## src/rtl/rr_merge_2to1_if.sv

```systemverilog
// Stream bundle for the 2:1 round-robin merger: two producer ports and one
// consumer port. The merger connects through the slave modport and whatever
// drives it connects through the master modport.
interface rr_merge_2to1_if #(
    parameter int unsigned WIDTH = 8
);
    logic             in0_valid;
    logic [WIDTH-1:0] in0_data;
    logic             in0_ready;
    logic             in1_valid;
    logic [WIDTH-1:0] in1_data;
    logic             in1_ready;
    logic             out_valid;
    logic [WIDTH-1:0] out_data;
    logic             out_src;
    logic             out_ready;

    // Producer/consumer side
    modport master (
        output in0_valid, in0_data, in1_valid, in1_data, out_ready,
        input  in0_ready, in1_ready, out_valid, out_data, out_src
    );

    // Merger side
    modport slave (
        input  in0_valid, in0_data, in1_valid, in1_data, out_ready,
        output in0_ready, in1_ready, out_valid, out_data, out_src
    );
endinterface

```

## src/rtl/rr_merge_2to1.sv

```systemverilog
// Two-input round-robin stream merger with a one-entry registered output.
// When both producers are valid the grant alternates away from the last
// grantee; idle cycles leave the priority untouched. The output register
// can drain and refill on the same edge, so throughput is one word/cycle.
module rr_merge_2to1 #(
    parameter int unsigned WIDTH = 8
) (
    input logic           clk,
    input logic           rst,
    rr_merge_2to1_if.slave bus
);
    typedef enum logic {StEmpty, StFull} state_e;

    state_e           state_q;
    logic [WIDTH-1:0] data_q;
    logic             src_q;
    logic             last_q;

    logic             load;
    logic             grant_vld;
    logic             sel;
    logic [WIDTH-1:0] mux_out;

    // Grant decision and mux select; out_ready only reaches the readies.
    always_comb begin
        load      = (state_q == StEmpty) | bus.out_ready;
        grant_vld = bus.in0_valid | bus.in1_valid;
        if (bus.in0_valid && bus.in1_valid) begin
            sel = ~last_q;
        end else begin
            sel = bus.in1_valid;
        end
        mux_out       = sel ? bus.in1_data : bus.in0_data;
        // Readies are forced low while reset is held.
        bus.in0_ready = ~rst & load & grant_vld & ~sel & bus.in0_valid;
        bus.in1_ready = ~rst & load & grant_vld &  sel & bus.in1_valid;
    end

    // Output register state: fill on a grant, drain when the consumer takes it.
    always_ff @(posedge clk or posedge rst) begin
        if (rst) begin
            state_q <= StEmpty;
            data_q  <= '0;
            src_q   <= 1'b0;
            last_q  <= 1'b1;
        end else if (load && grant_vld) begin
            state_q <= StFull;
            data_q  <= mux_out;
            src_q   <= sel;
            last_q  <= sel;
        end else if (bus.out_ready) begin
            state_q <= StEmpty;
        end
    end

    // Registered outputs straight from state.
    always_comb begin
        bus.out_valid = (state_q == StFull);
        bus.out_data  = data_q;
        bus.out_src   = src_q;
    end
endmodule

```

## src/flat_wrapper.sv

```systemverilog
// flat-port wrapper written by rule: the top's interface ports become plain ports
module rr_merge_2to1_flat 
#(
    parameter int unsigned WIDTH = 8
)
  (clk, rst, bus_in0_valid, bus_in0_data, bus_in1_valid, bus_in1_data, bus_out_ready, bus_in0_ready, bus_in1_ready, bus_out_valid, bus_out_data, bus_out_src);
  rr_merge_2to1_if #(.WIDTH(WIDTH)) bus_i ();
  input logic clk;
  input logic rst;
  input wire logic [$bits(bus_i.in0_valid)-1:0] bus_in0_valid;
  input wire logic [$bits(bus_i.in0_data)-1:0] bus_in0_data;
  input wire logic [$bits(bus_i.in1_valid)-1:0] bus_in1_valid;
  input wire logic [$bits(bus_i.in1_data)-1:0] bus_in1_data;
  input wire logic [$bits(bus_i.out_ready)-1:0] bus_out_ready;
  output wire logic [$bits(bus_i.in0_ready)-1:0] bus_in0_ready;
  output wire logic [$bits(bus_i.in1_ready)-1:0] bus_in1_ready;
  output wire logic [$bits(bus_i.out_valid)-1:0] bus_out_valid;
  output wire logic [$bits(bus_i.out_data)-1:0] bus_out_data;
  output wire logic [$bits(bus_i.out_src)-1:0] bus_out_src;
  assign bus_i.in0_valid = bus_in0_valid;
  assign bus_i.in0_data = bus_in0_data;
  assign bus_i.in1_valid = bus_in1_valid;
  assign bus_i.in1_data = bus_in1_data;
  assign bus_i.out_ready = bus_out_ready;
  assign bus_in0_ready = bus_i.in0_ready;
  assign bus_in1_ready = bus_i.in1_ready;
  assign bus_out_valid = bus_i.out_valid;
  assign bus_out_data = bus_i.out_data;
  assign bus_out_src = bus_i.out_src;
  rr_merge_2to1 #(.WIDTH(WIDTH)) u_core (.clk(clk), .rst(rst), .bus(bus_i));
endmodule
```

## config.mk

```make
export PLATFORM = sky130hd
export DESIGN_NAME = rr_merge_2to1_flat
export DESIGN_NICKNAME = d
export VERILOG_FILES = /design/src/rtl/rr_merge_2to1_if.sv /design/src/rtl/rr_merge_2to1.sv /design/src/flat_wrapper.sv
export SDC_FILE = /design/constraint.sdc
export NUM_CORES = 1
export LEC_CHECK = 0
export ABC_CLOCK_PERIOD_IN_PS = 980
export BUFFER_PORTS_ARGS = -buffer_cell sky130_fd_sc_hd__buf_2
export CAP_MARGIN = 20
export CORE_UTILIZATION = 36
export DETAILED_ROUTE_END_ITERATION = 16
export PLACE_DENSITY_LB_ADDON = 0.3
export RECOVER_POWER = 50
export SLEW_MARGIN = 0
export SYNTH_ARGS = -nofsm -noshare
export SYNTH_HDL_FRONTEND = slang
export SYNTH_SLANG_ARGS = --single-unit
```

## constraint.sdc

```tcl
create_clock -name clk -period 0.98 [get_ports clk]
set_input_delay 0.049 -clock clk [delete_from_list [all_inputs] [get_ports clk]]
set_output_delay 0.049 -clock clk [all_outputs]
set_load 0.05 [all_outputs]
```

==> PnR_summary.wiki, run 1 <==
{| class="wikitable"
! Metric !! Value
|-
| Run status || complete, but fails checks
|-
| Violated checks || negative setup slack
|-
| Via count of the first global-routing pass || between 500 and 600
|-
| First-pass GRT wire length || around 2300 um
|-
| Total number of nets in the final design || 130
|-
| Horizontal die dimension || 41.0 um
|-
| Synth area leader || dfrtp_1
|-
| Post-synth cell types || 20
|-
| Post-DR vias/cell || 5.23
|-
| Antenna diode count || 0
|-
| DRC marker count from the first detailed-route iteration || 8
|-
| Ports || 33
|-
| Root buffer cell || clkbuf_4
|-
| Cell types occupying the most area after synthesis || dfrtp_1 (46%), nand2_1 (12%), a31oi_1 (10%)
|-
| R2R cell count || 4
|-
| Register-to-register setup slack || -0.18 ns
|-
| Fraction of layout cells with a size suffix above 1 || roughly 57%
|-
| Maximum net fanout on the critical path || 3
|-
| Gr ovfl total || 0
|-
| Master of the slowest instance on the critical path || dfstp_2
|-
| Post-layout worst setup margin || -0.329 ns
|-
| Core area || 1350 um^2
|-
| Sink count of the clock tree || 11
|-
| Synth top area share || around 46%
|-
| Count of warnings emitted by yosys || 0
|-
| HP Class || in -> reg
|-
| Setup crit start kind || register
|-
| Share of synthesized registers carrying an async set or reset || 100%
|-
| WL/cell || 13.6 um
|-
| TritonCTS clock tree || yes
|-
| Unrepaired setup endpoints after global routing || true
|-
| Total of endpoints with negative setup slack in the final report || 11
|-
| Share of synthesized area occupied by flip-flops and latches || 50.6%
|-
| Origin of the critical flop-to-flop path || u_core.last_q
|-
| Areal power density over the cells || roughly 1700 nW/um^2
|-
| Cell Area, Synth || about 550 um^2
|-
| CP Capture Point || bus_in0_ready
|-
| Static leakage || 0.456 nW
|-
| Count of pins over their slew limit || 0
|-
| Gr usage total || between 20 and 25%
|-
| Area of placed instances || between 800 and 900 um^2
|-
| Final critical delay including setup and external delays || ~1.3 ns
|-
| Clock latency reported for the late side of the worst-skew pair || 0.28 ns
|-
| TNS Setup || -2.02 ns
|-
| Vertical extent of the die || 41.0 um
|-
| Via Count || approximately 640
|-
| Total stage count of the critical path || 4
|-
| Number of placement rows || 13
|-
| Mean Syn Cell Area || 8.82 um^2
|-
| Bufs and invs on worst path || 2
|-
| Final-layout worst hold slack || roughly 0.017 ns
|-
| Worst slack at placement || -0.169 ns
|-
| Pin slew with the least headroom to its limit || 0.377 ns
|-
| Commonest cells in the synthesized netlist || nand2_1 (17), dfrtp_1 (10), a31oi_1 (9)
|-
| Area growth from synthesis to final layout || 74.4%
|-
| Achievable frequency || 764 MHz
|-
| Largest net degree at the start of global routing || 12
|-
| Worst EP arrival || 1.26 ns
|-
| Peak ir drop on the vdd network || a little over 0.0007 V
|-
| Syn nets || 83
|-
| Routed Wire Length || approximately 1700 um
|-
| Total power consumption of the routed design || 1.59 mW
|-
| End of the worst register-to-register path || u_core.bus.out_data[4]
|-
| Category of the critical setup timing path || reg -> out
|-
| Cell class contributing the biggest share of worst-path delay || flip-flops
|-
| Data required time of the critical path || 0.93 ns
|-
| Number of routed nets with antenna violations || 0
|-
| Clock Tree Buf Depth || 2
|-
| Max-cap violations || 0
|-
| Post-synthesis sequential element count || 11
|-
| Launch point of the worst path || u_core.last_q
|-
| Number of antenna violations at the first check in global routing || 0
|-
| Initial cell density of the core || around two fifths
|-
| H-tree levels || 1
|-
| Worst slew margin relative to its limit || between 70% and 80%
|-
| I/O Buffers || 32
|-
| Post-route cell area || roughly 950 um^2
|-
| Number of clock buffers inserted by TritonCTS || 3
|-
| Cell count after synthesis || between 60 and 70
|-
| Floorplan die area || 1680 um^2
|-
| Number of hold violations in the final report || 0
|-
| Final cycle utilization of the critical path || 134%
|-
| Clk slew on worst S/H paths || 0.07 ns
|-
| Iteration count of the initial detailed-routing pass || 4
|-
| Post-synth top flop || dfrtp_1
|-
| Slowest Stage Delay on Critical Path || ~0.57 ns
|-
| Count of unresolved DRC violations after routing || 0
|-
| Gpl congestion || between 0.7 and 0.8
|-
| Top-count cell post-synth || nand2_1
|-
| Worst clock skew || 0.000977 ns
|-
| Number of synthesized flops with an enable pin || 0
|-
| Crit-path cells || a21boi_2 > buf_6 > nor2_4 > buf_8
|-
| Number of fillers in the final layout || 106
|-
| Hpwl dp || between 1000 and 1500 um
|-
| Critical path endpoint category || output port
|}
==> sequential cells by signal, indices dropped and copies added, names as in the netlist <==
| name | count |
|---|---|
| u_core.bus.out_data | 8 |
| u_core.bus.out_src | 1 |
| u_core.bus.out_valid | 1 |
| u_core.last_q | 1 |
==> logic make-up after synthesis <==
family	count (synthesis)	share of synthesized area, %
DFF	11	50.6
and+or+nand+nor	25	19.5
buffers and inverters	4	5.03
AOI/OAI and AO/OA	22	24.9
==> power breakdown <==
part           total (mW)  switching, mW  internal [mW]  leakage, nW
Sequential          0.582         0.0482          0.534        0.122
Combinational       0.691          0.441          0.250        0.319
Clock               0.315          0.157          0.158       0.0150
==> worst min-delay path by stage <==
| stage | slack [ns] | end | cells past startpoint | from |
|---|---|---|---|---|
| after floorplan | -0.07 | u_core.bus.out_data[0] | 1 | rst |
| after global placement | 0.15 | u_core.bus.out_src | 3 | rst |
| after detailed placement | 0.16 | u_core.bus.out_data[4] | 3 | rst |
| after CTS | 0.008 | u_core.bus.out_data[3] | 3 | bus_in0_data[3] |
| after global routing | 0.01 | u_core.bus.out_data[6] | 3 | bus_in0_data[6] |
| final | 0.02 | u_core.bus.out_data[3] | 3 | bus_in0_data[3] |
==> tightest hold or removal path, cell delays in order <==
cell and delay (ns):
buf_2 0.09, nand2_1 0.04, a31oi_1 0.07
==> placed cells by master, fill, tap and decap left out, drive strengths merged <==
| cell | synthesis | routed |
|---|---|---|
| a21bo | 1 | 1 |
| a21boi | 1 | 1 |
| a21oi | 9 | 9 |
| a31oi | 9 | 9 |
| buf | 3 | 38 |
| clkbuf | 0 | 9 |
| dfrtp | 10 | 10 |
| dfstp | 1 | 1 |
| dlygate4sd3 | 0 | 2 |
| inv | 1 | 1 |
| nand2 | 17 | 17 |
| nand2b | 1 | 1 |
| nand3 | 1 | 1 |
| nor2 | 3 | 3 |
| nor2b | 1 | 1 |
| nor3 | 1 | 1 |
| o21ai | 2 | 2 |
| or2 | 1 | 1 |
==> what timing repair did <==
item | CTS | global route
buffers inserted | 2 | 4
resized for setup | 13 | 14
hold endpoints to repair | 11 | 0
pin swaps | 4 | 7
cloned | 1 | 0
setup endpoints to repair | 12 | 16
hold buffers | 2 | 0
==> per-layer routing <==
layer,routed length (um),part of all wire (%),GRT usage (%),vias to the layer above
li1,-,-,-,308
met1,655,39,25.8,306
met2,866,52,33.2,23
met3,80,4.8,8.15,6
met4,71,4.2,20.8,0
met5,0,0,0,-
==> metrics by stage <==
step / instances / util, %
floorplan: 62 / -
global placement: 113 / 59.8
detailed placement: 113 / 59.8
CTS: 122 / 67.9
global route: 123 / 70.6
finish: 123 / 70.6
==> area by class of cell <==
cell class	count	area [um^2]	area share [%]
Multi-Input combinational cell	47	317	33.2
Clock buffer	4	26.3	2.76
Timing Repair Buffer	45	310	32.5
Inverter	1	3.75	0.394
Tap cell	15	18.8	1.97
Sequential cell	11	278	29.1
No activity file was read; power rests on OpenSTA's default activity.
==> run 2, diff against run 1 <==
Settings changed: BUFFER_PORTS_ARGS -buffer_cell sky130_fd_sc_hd__buf_2 to not set, CORE_AREA set to 2 2 39 41, CORE_UTILIZATION 36 to not set, DIE_AREA set to 0 0 41 43, DONT_BUFFER_PORTS set to 1.
==> run 2 against run 1 <==
Net effect: the run ends with negative hold slack, negative setup slack left; clock power increased by 2%; maximum frequency increased by 1.9%; non-clock buffer count shrank 8; worst hold slack got worse by 0.034 ns; critical path type unchanged; highest routed layer unchanged.
==> PnR_summary.wiki, run 2 (same netlist as run 1, synthesis figures left out) <==
{| class="wikitable"
! Metric !! Value
|-
| Run status || complete, but fails checks
|-
| Violated checks || negative hold slack, negative setup slack
|-
| Core occupancy in the finished layout || roughly 74%
|-
| Data required time of the critical path || a little over 0.9 ns
|-
| TritonCTS clock tree || yes
|-
| Unrepaired setup endpoints after global routing || true
|-
| Area growth from synthesis to final layout || 88.1%
|-
| Setup crit start kind || register
|-
| Register-to-register setup slack || -0.23 ns
|-
| Antenna diode count || 0
|-
| Root buffer cell || clkbuf_4
|-
| Worst slack at placement || -0.180 ns
|-
| WL/cell || 16.4 um
|-
| Most frequent standard cell in the layout excluding fill and tap cells || dlygate4sd3_1
|-
| HP Class || in -> reg
|-
| Origin of the critical flop-to-flop path || u_core.last_q
|-
| Core area || approximately 1400 um^2
|-
| H-tree levels || 1
|-
| Gpl congestion || between 0.8 and 0.9
|-
| Ports || 33
|-
| Total power consumption of the routed design || about 1.6 mW
|-
| Number of hold violations in the final report || 1
|-
| Leading cell types in the layout, fill and taps excluded || dlygate4sd3_1 (19), nand2_1 (16), buf_4 (12)
|-
| Hpwl dp || ~940 um
|-
| Floorplan die area || ~1800 um^2
|-
| Total of endpoints with negative setup slack in the final report || 12
|-
| Final critical delay including setup and external delays || around 1.3 ns
|-
| Min-Delay Path Depth || 2
|-
| Static leakage || 0.441 nW
|-
| Initial cell density of the core || around two fifths
|-
| Gr usage total || about 21%
|-
| Horizontal die dimension || 41 um
|-
| DRC marker count from the first detailed-route iteration || 12
|-
| Maximum net fanout on the critical path || 3
|-
| Final-layout worst hold slack || -0.0177 ns
|-
| Fraction of layout cells with a size suffix above 1 || around 34%
|-
| Number of antenna violations at the first check in global routing || 0
|-
| Worst EP arrival || ~1.2 ns
|-
| Iteration count of the initial detailed-routing pass || 4
|-
| Areal power density over the cells || around 1600 nW/um^2
|-
| Gr ovfl total || 0
|-
| Routed Wire Length || approximately 1900 um
|-
| Total of hold buffers inserted after clock tree synthesis || 19
|-
| Largest net degree at the start of global routing || 12
|-
| Peak ir drop on the vdd network || around 0.00096 V
|-
| Number of routed nets with antenna violations || 0
|-
| Final cycle utilization of the critical path || 131%
|-
| Count of unresolved DRC violations after routing || 0
|-
| I/O Buffers || 0
|-
| Clock Tree Buf Depth || 2
|-
| Vertical extent of the die || roughly 43 um
|-
| Via Count || 633
|-
| End of the worst register-to-register path || u_core.bus.out_data[1]
|-
| Largest register FFs || 8
|-
| Max-cap violations || 0
|-
| Instance count after placement with tap cells included || 89
|-
| Via count of the first global-routing pass || 633
|-
| Clk slew on worst S/H paths || about 0.080 ns
|-
| Number of clock buffers inserted by TritonCTS || 3
|-
| Critical path endpoint category || output port
|-
| Clock latency reported for the late side of the worst-skew pair || 0.26 ns
|-
| Sink count of the clock tree || 11
|-
| Number of placement rows || 14
|-
| Number of fillers in the final layout || ~90
|-
| WHS Endpoint || u_core.bus.out_src
|-
| Count of pins over their slew limit || 0
|-
| Total number of nets in the final design || about 120
|-
| Pin slew with the least headroom to its limit || around 0.60 ns
|-
| First-pass GRT wire length || ~2500 um
|-
| Cell Count, Final, Fillers Out || approximately 120
|-
| Post-DR vias/cell || roughly 5.5
|-
| Achievable frequency || 778 MHz
|-
| Post-layout worst setup margin || -0.305 ns
|-
| Category of the critical setup timing path || reg -> out
|-
| Worst slew margin relative to its limit || about three fifths
|-
| R2R cell count || 4
|-
| Hold_sp || bus_out_ready
|-
| Worst clock skew || approximately 0.00035 ns
|}
## run 2: cell count changes in the layout (fill, tap and decap cells not counted), moves of 2 or more
cell           delta
clkbuf_4          -3
dlygate4sd3_1    +17
buf_2            -24
buf_6             -6
o21ai_2           -2
o21ai_0           +2
buf_4             +6
buf_12            +2
## run 2: routing by layer
metal	vias up	global-route usage, %	part of all wire, %
li1	294	-	-
met1	304	23.6	36
met2	27	32.8	56
met3	8	3.14	4.7
met4	0	14.7	2.9
met5	-	0	0
## run 2: critical path, stage by stage (launching register included)
cell	delay [ns]
dfstp_2	0.40
a21bo_4	0.22
nor3_4	0.19
buf_12	0.16
## run 2: layout make-up
cell class	instances	area (um^2)	share of cell area, %
Clock buffer	4	26.3	2.55
Inverter	1	3.75	0.365
Multi-Input combinational cell	47	325	31.6
Sequential cell	11	278	27.0
Tap cell	16	20.0	1.95
Timing Repair Buffer	37	375	36.5
## run 2: power by group
part / total, mW / leakage [nW] / switching (mW) / internal [mW]
registers: 0.587 / 0.122 / 0.0531 / 0.534
logic: 0.724 / 0.304 / 0.444 / 0.280
clock network: 0.321 / 0.0150 / 0.164 / 0.157
total: 1.63 / 0.441 / 0.661 / 0.971
## run 2: worst max-delay path by stage
stage,startpoint,endpoint,slack (ns),cells after the start
finish,u_core.last_q,bus_in1_ready,-0.30,3
detailed placement,u_core.last_q,u_core.bus.out_data[5],-0.18,3
CTS,u_core.last_q,bus_in1_ready,-0.33,3
global placement,u_core.last_q,u_core.bus.out_data[6],-0.14,3
global route,u_core.last_q,bus_in1_ready,-0.36,3
floorplan,u_core.last_q,bus_in1_ready,-0.20,3
## run 2: what timing repair did
item | CTS | global route
setup buffers | 2 | 1
pin swaps | 2 | 6
cloned | 0 | 1
hold endpoints to repair | 22 | 1
gates resized for setup | 3 | 5
endpoints found under the setup margin | 11 | 12
## run 2: stage by stage
stage,setup TNS (ns),area [um^2]
2_1_floorplan,-1.22,606
3_3_place_gp,-1.22,726
3_5_place_dp,-1.50,726
4_1_cts,-2.35,975
5_1_grt,-3.20,1030
6_report,-2.46,1030
